### config.mk
export PLATFORM = sky130hd
export DESIGN_NAME = freq_uart_reporter
export DESIGN_NICKNAME = d
export VERILOG_FILES = /design/src/rtl/freq_uart_reporter.sv
export SDC_FILE = /design/constraint.sdc
export NUM_CORES = 1
export LEC_CHECK = 0
export ABC_CLOCK_PERIOD_IN_PS = 2300
export CORE_MARGIN = 4
export CORE_UTILIZATION = 59
export CTS_CLUSTER_DIAMETER = 50
export DETAILED_ROUTE_END_ITERATION = 16
export GPL_TIMING_DRIVEN = 0
export PLACE_DENSITY = 0.87
export SYNTH_ARGS = -nofsm -noshare
export SYNTH_HDL_FRONTEND = slang
export SYNTH_SLANG_ARGS = --single-unit
### constraint.sdc
create_clock -name clk_amisha -period 2.3 [get_ports clk_amisha]
set_input_delay 0.345 -clock clk_amisha [delete_from_list [all_inputs] [get_ports clk_amisha]]
set_output_delay 0.345 -clock clk_amisha [all_outputs]
set_load 0.02 [all_outputs]
### src/rtl/freq_uart_reporter.sv
// Serialises a latched 4-digit BCD value as ASCII (leading zeros suppressed)
// plus CR LF over an 8N1 UART line, LSB first.
module freq_uart_reporter #(
  parameter int unsigned CLKS_PER_BIT = 5208,
  parameter int unsigned TMR_W        = 13
) (
  input  logic       clk_amisha,
  input  logic       reset_amisha,
  input  logic       start_amisha,
  input  logic [3:0] bcd3_amisha,
  input  logic [3:0] bcd2_amisha,
  input  logic [3:0] bcd1_amisha,
  input  logic [3:0] bcd0_amisha,
  output logic       tx_amisha,
  output logic       ready_amisha,
  output logic       done_tick_amisha
);

  typedef enum logic [1:0] {IDLE, STRT, DATA, STOP} state_t;

  localparam logic [TMR_W-1:0] TMR_LAST = TMR_W'(CLKS_PER_BIT - 1);
  localparam logic [2:0]       IDX_LF   = 3'd5;

  state_t           state;
  logic [TMR_W-1:0] tmr;
  logic [2:0]       bitcnt;
  logic [2:0]       idx;
  logic [3:0]       d3, d2, d1, d0;
  logic [7:0]       shreg;
  logic [2:0]       first_idx;
  logic             bit_end;

  function automatic logic [7:0] enc_digit(input logic [3:0] d);
    return (d > 4'd9) ? 8'h3F : 8'h30 + {4'h0, d};
  endfunction

  function automatic logic [7:0] char_at(input logic [2:0] i, input logic [3:0] a,
                                         input logic [3:0] b, input logic [3:0] c,
                                         input logic [3:0] e);
    case (i)
      3'd0:    return enc_digit(a);
      3'd1:    return enc_digit(b);
      3'd2:    return enc_digit(c);
      3'd3:    return enc_digit(e);
      3'd4:    return 8'h0D;
      default: return 8'h0A;
    endcase
  endfunction

  // Highest digit that is nonzero (or invalid); units digit is always sent.
  always_comb begin
    if (bcd3_amisha != 4'd0)      first_idx = 3'd0;
    else if (bcd2_amisha != 4'd0) first_idx = 3'd1;
    else if (bcd1_amisha != 4'd0) first_idx = 3'd2;
    else                          first_idx = 3'd3;
  end

  assign bit_end = (tmr == TMR_LAST);

  always_ff @(posedge clk_amisha) begin
    if (reset_amisha) begin
      state            <= IDLE;
      tmr              <= '0;
      bitcnt           <= '0;
      idx              <= '0;
      d3               <= '0;
      d2               <= '0;
      d1               <= '0;
      d0               <= '0;
      shreg            <= '0;
      tx_amisha        <= 1'b1;
      ready_amisha     <= 1'b1;
      done_tick_amisha <= 1'b0;
    end else begin
      done_tick_amisha <= 1'b0;
      case (state)
        IDLE: begin
          tx_amisha    <= 1'b1;
          ready_amisha <= 1'b1;
          if (start_amisha) begin
            d3           <= bcd3_amisha;
            d2           <= bcd2_amisha;
            d1           <= bcd1_amisha;
            d0           <= bcd0_amisha;
            idx          <= first_idx;
            shreg        <= char_at(first_idx, bcd3_amisha, bcd2_amisha, bcd1_amisha, bcd0_amisha);
            tmr          <= '0;
            tx_amisha    <= 1'b0;
            ready_amisha <= 1'b0;
            state        <= STRT;
          end
        end
        STRT: begin
          if (bit_end) begin
            tmr       <= '0;
            bitcnt    <= '0;
            tx_amisha <= shreg[0];
            shreg     <= {1'b0, shreg[7:1]};
            state     <= DATA;
          end else begin
            tmr <= tmr + 1'b1;
          end
        end
        DATA: begin
          if (bit_end) begin
            tmr <= '0;
            if (bitcnt == 3'd7) begin
              tx_amisha <= 1'b1;
              state     <= STOP;
            end else begin
              bitcnt    <= bitcnt + 3'd1;
              tx_amisha <= shreg[0];
              shreg     <= {1'b0, shreg[7:1]};
            end
          end else begin
            tmr <= tmr + 1'b1;
          end
        end
        STOP: begin
          if (bit_end) begin
            tmr <= '0;
            if (idx == IDX_LF) begin
              done_tick_amisha <= 1'b1;
              ready_amisha     <= 1'b1;
              state            <= IDLE;
            end else begin
              // Back-to-back characters: next start bit follows immediately.
              idx       <= idx + 3'd1;
              shreg     <= char_at(idx + 3'd1, d3, d2, d1, d0);
              tx_amisha <= 1'b0;
              state     <= STRT;
            end
          end else begin
            tmr <= tmr + 1'b1;
          end
        end
        default: state <= IDLE;
      endcase
    end
  end

endmodule

After elaboration in Yosys (flattened, before gate mapping)
Index checks and enable logic that the tools add are counted.

Register bits: 48.

Muxes and demuxes: 49. Reduce and logical (&&, ||, !) cells: 17. Bitwise operators: 2. Add/subtract/negate cells: 11. Magnitude comparators: 8. Equal/unequal tests: 22.

Operators with widths (number): $pmux 7 s5 (2); $add 6x4->7 const A (8); $mux 7 (8); $mux 8 (6); $gt 4x4->1 const B (8); $pmux 8 s4 (1); $mux 13 (2); $pmux 13 s2 (1); $mux 3 (6); $ne 2x2->1 const B (8); $mux 2 (7); $add 13x1->13 const B (1); $eq 13x13->1 const B (1); $eq 3x2->1 const B (4); $eq 3x3->1 const B (4); $pmux 3 s2 (2); $reduce_and 4->1 (3); $reduce_bool 4->1 (3); $mux 1 (11); $pmux 2 s4 (1); $add 3x1->3 const B (2); $eq 3x1->1 const B (2); $logic_not 3->1 (2); $reduce_and 6->1 (1); 11 further kinds (15).

Longest topological paths before layout
Depth in word-level cells: 8. Gate-level depth with buffers: 9. Depth with buffers taken out: 7.

Worst setup path before layout
OpenSTA, ideal clock, no wires.

Kind: reg-to-reg. Start: register idx[0]. End: register shreg[2]. Clock period less this slack: 1.893 ns. Setup slack: 0.407 ns. Library setup time: 0.124 ns. Cell stages (with the launch flop): 8. Required time: 2.176 ns. Arrival: 1.770 ns. Cells stage by stage: dfxtp_1 > ha_1 > ha_1 > nand2_1 > o22ai_1 > or3_1 > a221oi_1 > o41ai_2.

Cells in the longest elaborated chain, start to end: 6. Elaborated cells on any way between the ends: 13.

RTL lines: start: declaration (RTL line 27) `logic [2:0] idx;`; start signal: assignment (RTL line 85) `idx <= first_idx;`; start signal: assignment (RTL line 128) `idx <= idx + 3'd1;`; $add 3x1->3 (RTL line 129) `shreg <= char_at(idx + 3'd1, d3, d2, d1, d0);`; $eq 3x3->1 (tied with other cells) (RTL line 40) `case (i)`; $pmux 7 s5 (RTL line 40); $mux 8 (RTL line 122) `if (idx == IDX_LF) begin`; $mux 8 (RTL line 120) `if (bit_end) begin`; $pmux 8 s4 (RTL line 76) `case (state)`; end signal: assignment (RTL line 86) `shreg <= char_at(first_idx, bcd3_amisha, bcd2_amisha, bcd1_amisha, bcd0_amisha);`; end signal: assignment (RTL line 113) `shreg <= {1'b0, shreg[7:1]};`; end signal: assignment (RTL line 129); end: declaration (RTL line 29) `logic [7:0] shreg;`.

Several ways; a longest one is shown, not always the timed one. The select of a mux whose other input is x is not followed. A chain may end at the register's enable or synchronous reset.

Final worst setup path
Same ends and word-level chain as after synthesis.

==> summary.txt <==
Yosys
  – Post-synth top flop: dfxtp_1
  – Sequential area share after synthesis: 31.63%
  – Number of synthesized flops with an enable pin: 0
  – Post-synthesis register bit count: 46
  – Syn_nets: 402
  – Mean Syn Cell Area: 7.890 um2
  – Async S/R FF share, synth: 0%
  – Post-Syn Area: 2912 um2
  – Distinct cells, synth: between 60 and 70
  – Cells after Synth: 369
  – Yosys warns: 0

Clocking
  – Clk buf depth: 2
  – Post-CTS Setup Bufs: 0
  – Reg clk slew, reported paths: 90 ps
  – Inserted Clock Buffers: 5
  – CTS tree: built
  – Post-cts resize count: 0
  – Hold_buf cts: 0
  – Clk_lat worst skew: 310 ps
  – Clock root cell: clkbuf_8
  – H-tree depth: 2
  – Clock Sinks: 46

Worst setup path
  – Slowest library cell on the worst path: or3_1
  – CP Launch Type: register
  – Largest stage delay, worst path: 390 ps
  – R2r endpoint: shreg[2]$_SDFFE_PP0P_
  – Crit path capture type: register
  – Cell family with most CP delay: adder cells
  – Crit-path max FO: 6
  – Most frequent CP cell: ha_1
  – Worst R2R Path Depth: 7
  – Start of the worst register-to-register path: idx[0]$_SDFFE_PP0P_
  – R2R setup slack: 140 ps
  – CP arrival: 2350 ps
  – Req. time, crit path: 2490 ps
  – Sequence of cells on the critical path: ha_1 -> ha_1 -> nand2_1 -> o22ai_1 -> or3_1 -> a221oi_1 -> o41ai_2
  – Crit path kind: reg -> reg
  – Buffers & Inverters on Critical Path: 0

STA
  – Final hold slack: 396.4 ps
  – TNS Setup: 0 ps
  – Final period utilization: 93.87%
  – Worst-margin pin slew: roughly 600 ps
  – Worst Clk Skew: 13.40 ps
  – Fmax: 0.4632 GHz
  – Fin crit period: around 2200 ps
  – Slew margin rel.: 59.44%
  – Final setup vio count: 0
  – Fin. max-slew vios: 0
  – Final hold vios: 0
  – RSZ-0062 raised after global routing: false

Layout
  – Area Growth Syn to Fin: 12.46%
  – Layout Nets: 425
  – Diodes inserted: 0
  – Share of cells above drive strength 1: under 10%

Detailed routing
  – Detailed-route via count: 2,966
  – DRT Wirelength: 7663 um
  – Remaining DRCs: 0
  – DRT iter0 DRCs: 350
  – Drt pass-1 iters: 5
  – Via density per instance: about 6.4
  – Drt wl/cell: 16.66 um
  – Detail Route Antenna Nets: 0

Power and ir drop
  – Internal power: 1.854 mW
  – Peak supply drop: 796.5 uV
  – Seq pwr share: 33.6%
  – Leak: 1.121 nW
  – Clock power share: 18.8%
  – Net Sw Power: roughly 1.4 mW
  – Power per cell area: 978.6 nW/um2
  – Logic pwr share: a little under half
  – Switching portion of total power: 42.15%

Die
  – Die height: 78.25 um
  – Starting Density: 61.24%
  – IO Pins: 22
  – Cell row count: 25
  – Die ar.: about 6000 um2
  – Core area: 4755 um2
  – Die width: 78.25 um

Run
  – Max_cap viols: 0

Place
  – PortBufs: 17
  – DP HPWL: 5521 um
  – GPL Wtd Cong: 0.8881

Global routing
  – Largest net degree at the start of global routing: 15
  – Total track usage: 25.55%
  – Final global-route overflow total: 0
  – Number of global-route vias before repair: 2,668
  – Initial antenna violation count: 0
  – First-pass GRT wire length: about 13,000 um

Hold path
  – Hold depth: 3
  – Hold Path Origin: bcd1_amisha[2]
  – Worst Hold End: d1[2]$_SDFFE_PP0P_
  – Hold Crit Class: in -> reg

Status
  – Status: finished, final reports clean
==> cell usage after synthesis, drive strengths merged, types with 4 or more instances <==
master   count  share of area [%]
nand2       54                7.0
a21oi       50                8.6
dfxtp       46                 32
nor2        26                3.4
o21ai       21                3.6
clkbuf      14                2.2
ha          14                6.0
inv         13                1.7
nor3        13                2.6
nand3       10                1.7
a211oi       9                2.5
buf          7                1.8
nand3b       7                1.8
o41ai        7                3.4
o21a         6                1.5
a311oi       5                1.7
nor4         5                1.1
o22ai        5                1.1
a22oi        4                1.0
nand4bb      4                1.7
or3          4               0.86
==> state kept, by name (all words and copies together), names as in the netlist <==
| name | flops |
|---|---|
| tmr | 13 |
| shreg | 6 |
| d0 | 4 |
| d1 | 4 |
| d2 | 4 |
| d3 | 4 |
| bitcnt | 3 |
| idx | 3 |
| state | 2 |
| done_tick_amisha | 1 |
| ready_amisha | 1 |
| tx_amisha | 1 |
==> cell type report <==
type,instances,area (um2)
buffer,20,112.6
sequential,46,920.9
tap,67,83.83
clock buffer,6,72.57
inverter,13,48.80
multi-input combinational,289,1828
fill,407,1480
timing repair buffer,17,170.2
clock inverter,2,37.54
==> cell usage in the layout (no fill, tap or decap), drive strengths merged, types with 4 or more instances in the layout <==
master,n
inv,13
nand3b,7
nor2,26
o41ai,7
dfxtp,46
o21ai,21
ha,14
a22oi,4
a311oi,5
clkdlybuf4s50,17
nand2,54
o21a,6
nor3,13
buf,7
nor4,5
nand4bb,4
or3,4
a211oi,9
nand3,10
clkbuf,19
o22ai,5
a21oi,50
==> worst min-delay path, cell delays in order <==
cell	delay, ps
clkbuf_2	140
nand2_1	100
a21oi_1	60
==> logic make-up (layout without fill, tap and decap cells) <==
| logic type | Yosys count | in the layout | share of synthesized area (%) |
|---|---|---|---|
| mux | 1 | 1 | 0.3438 |
| buf+inv | 34 | 58 | 5.672 |
| compound gates | 130 | 130 | 30.21 |
| flops | 46 | 46 | 31.63 |
| fa+ha+maj | 14 | 14 | 6.016 |
| simple gates | 144 | 144 | 26.13 |
==> routing by layer <==
metal | wire length, um | global-route usage, % | vias up
met5 | 0 | 0 | -
met4 | 166 | 8.566 | 0
met3 | 456 | 4.817 | 19
met2 | 3499 | 40.67 | 133
met1 | 3541 | 34.78 | 1390
li1 | - | - | 1424
==> power by group through the flow <==
| stage | combinational (mW) | sequential (mW) | clock, mW |
|---|---|---|---|
| floorplan | 1.09 | 1.08 | 0 |
| global placement | 1.42 | 1.08 | 0 |
| detailed placement | 1.46 | 1.09 | 0 |
| CTS | 1.48 | 1.07 | 0.609 |
| global route | 1.65 | 1.10 | 0.637 |
| finish | 1.52 | 1.08 | 0.604 |
==> stage by stage <==
stage / instances / util (%) / power (mW) / setup WS [ps] / cell area [um2]
global placement: 453 / 66.58 / 2.499 / 49.72 / 3166
finish: 460 / 68.87 / 3.204 / 140.9 / 3274
detailed placement: 453 / 66.58 / 2.548 / 24.25 / 3166
CTS: 461 / 68.89 / 3.160 / 80.47 / 3276
global route: 460 / 68.87 / 3.384 / 14.73 / 3274
floorplan: 369 / - / 2.171 / 406.7 / 2912
==> worst max-delay path by stage <==
stage	cells after the start	end	start	slack, ps
2_1_floorplan	7	shreg[2]$_SDFFE_PP0P_	idx[0]$_SDFFE_PP0P_	410
3_3_place_gp	6	idx[0]$_SDFFE_PP0P_	bcd2_amisha[0]	50
3_5_place_dp	6	idx[0]$_SDFFE_PP0P_	bcd2_amisha[1]	20
4_1_cts	9	shreg[5]$_SDFFE_PP0P_	state[0]$_SDFFE_PP0P_	80
5_1_grt	7	shreg[2]$_SDFFE_PP0P_	idx[0]$_SDFFE_PP0P_	10
6_report	7	shreg[2]$_SDFFE_PP0P_	idx[0]$_SDFFE_PP0P_	140
Note: power is estimated with default switching activity, not from simulation.
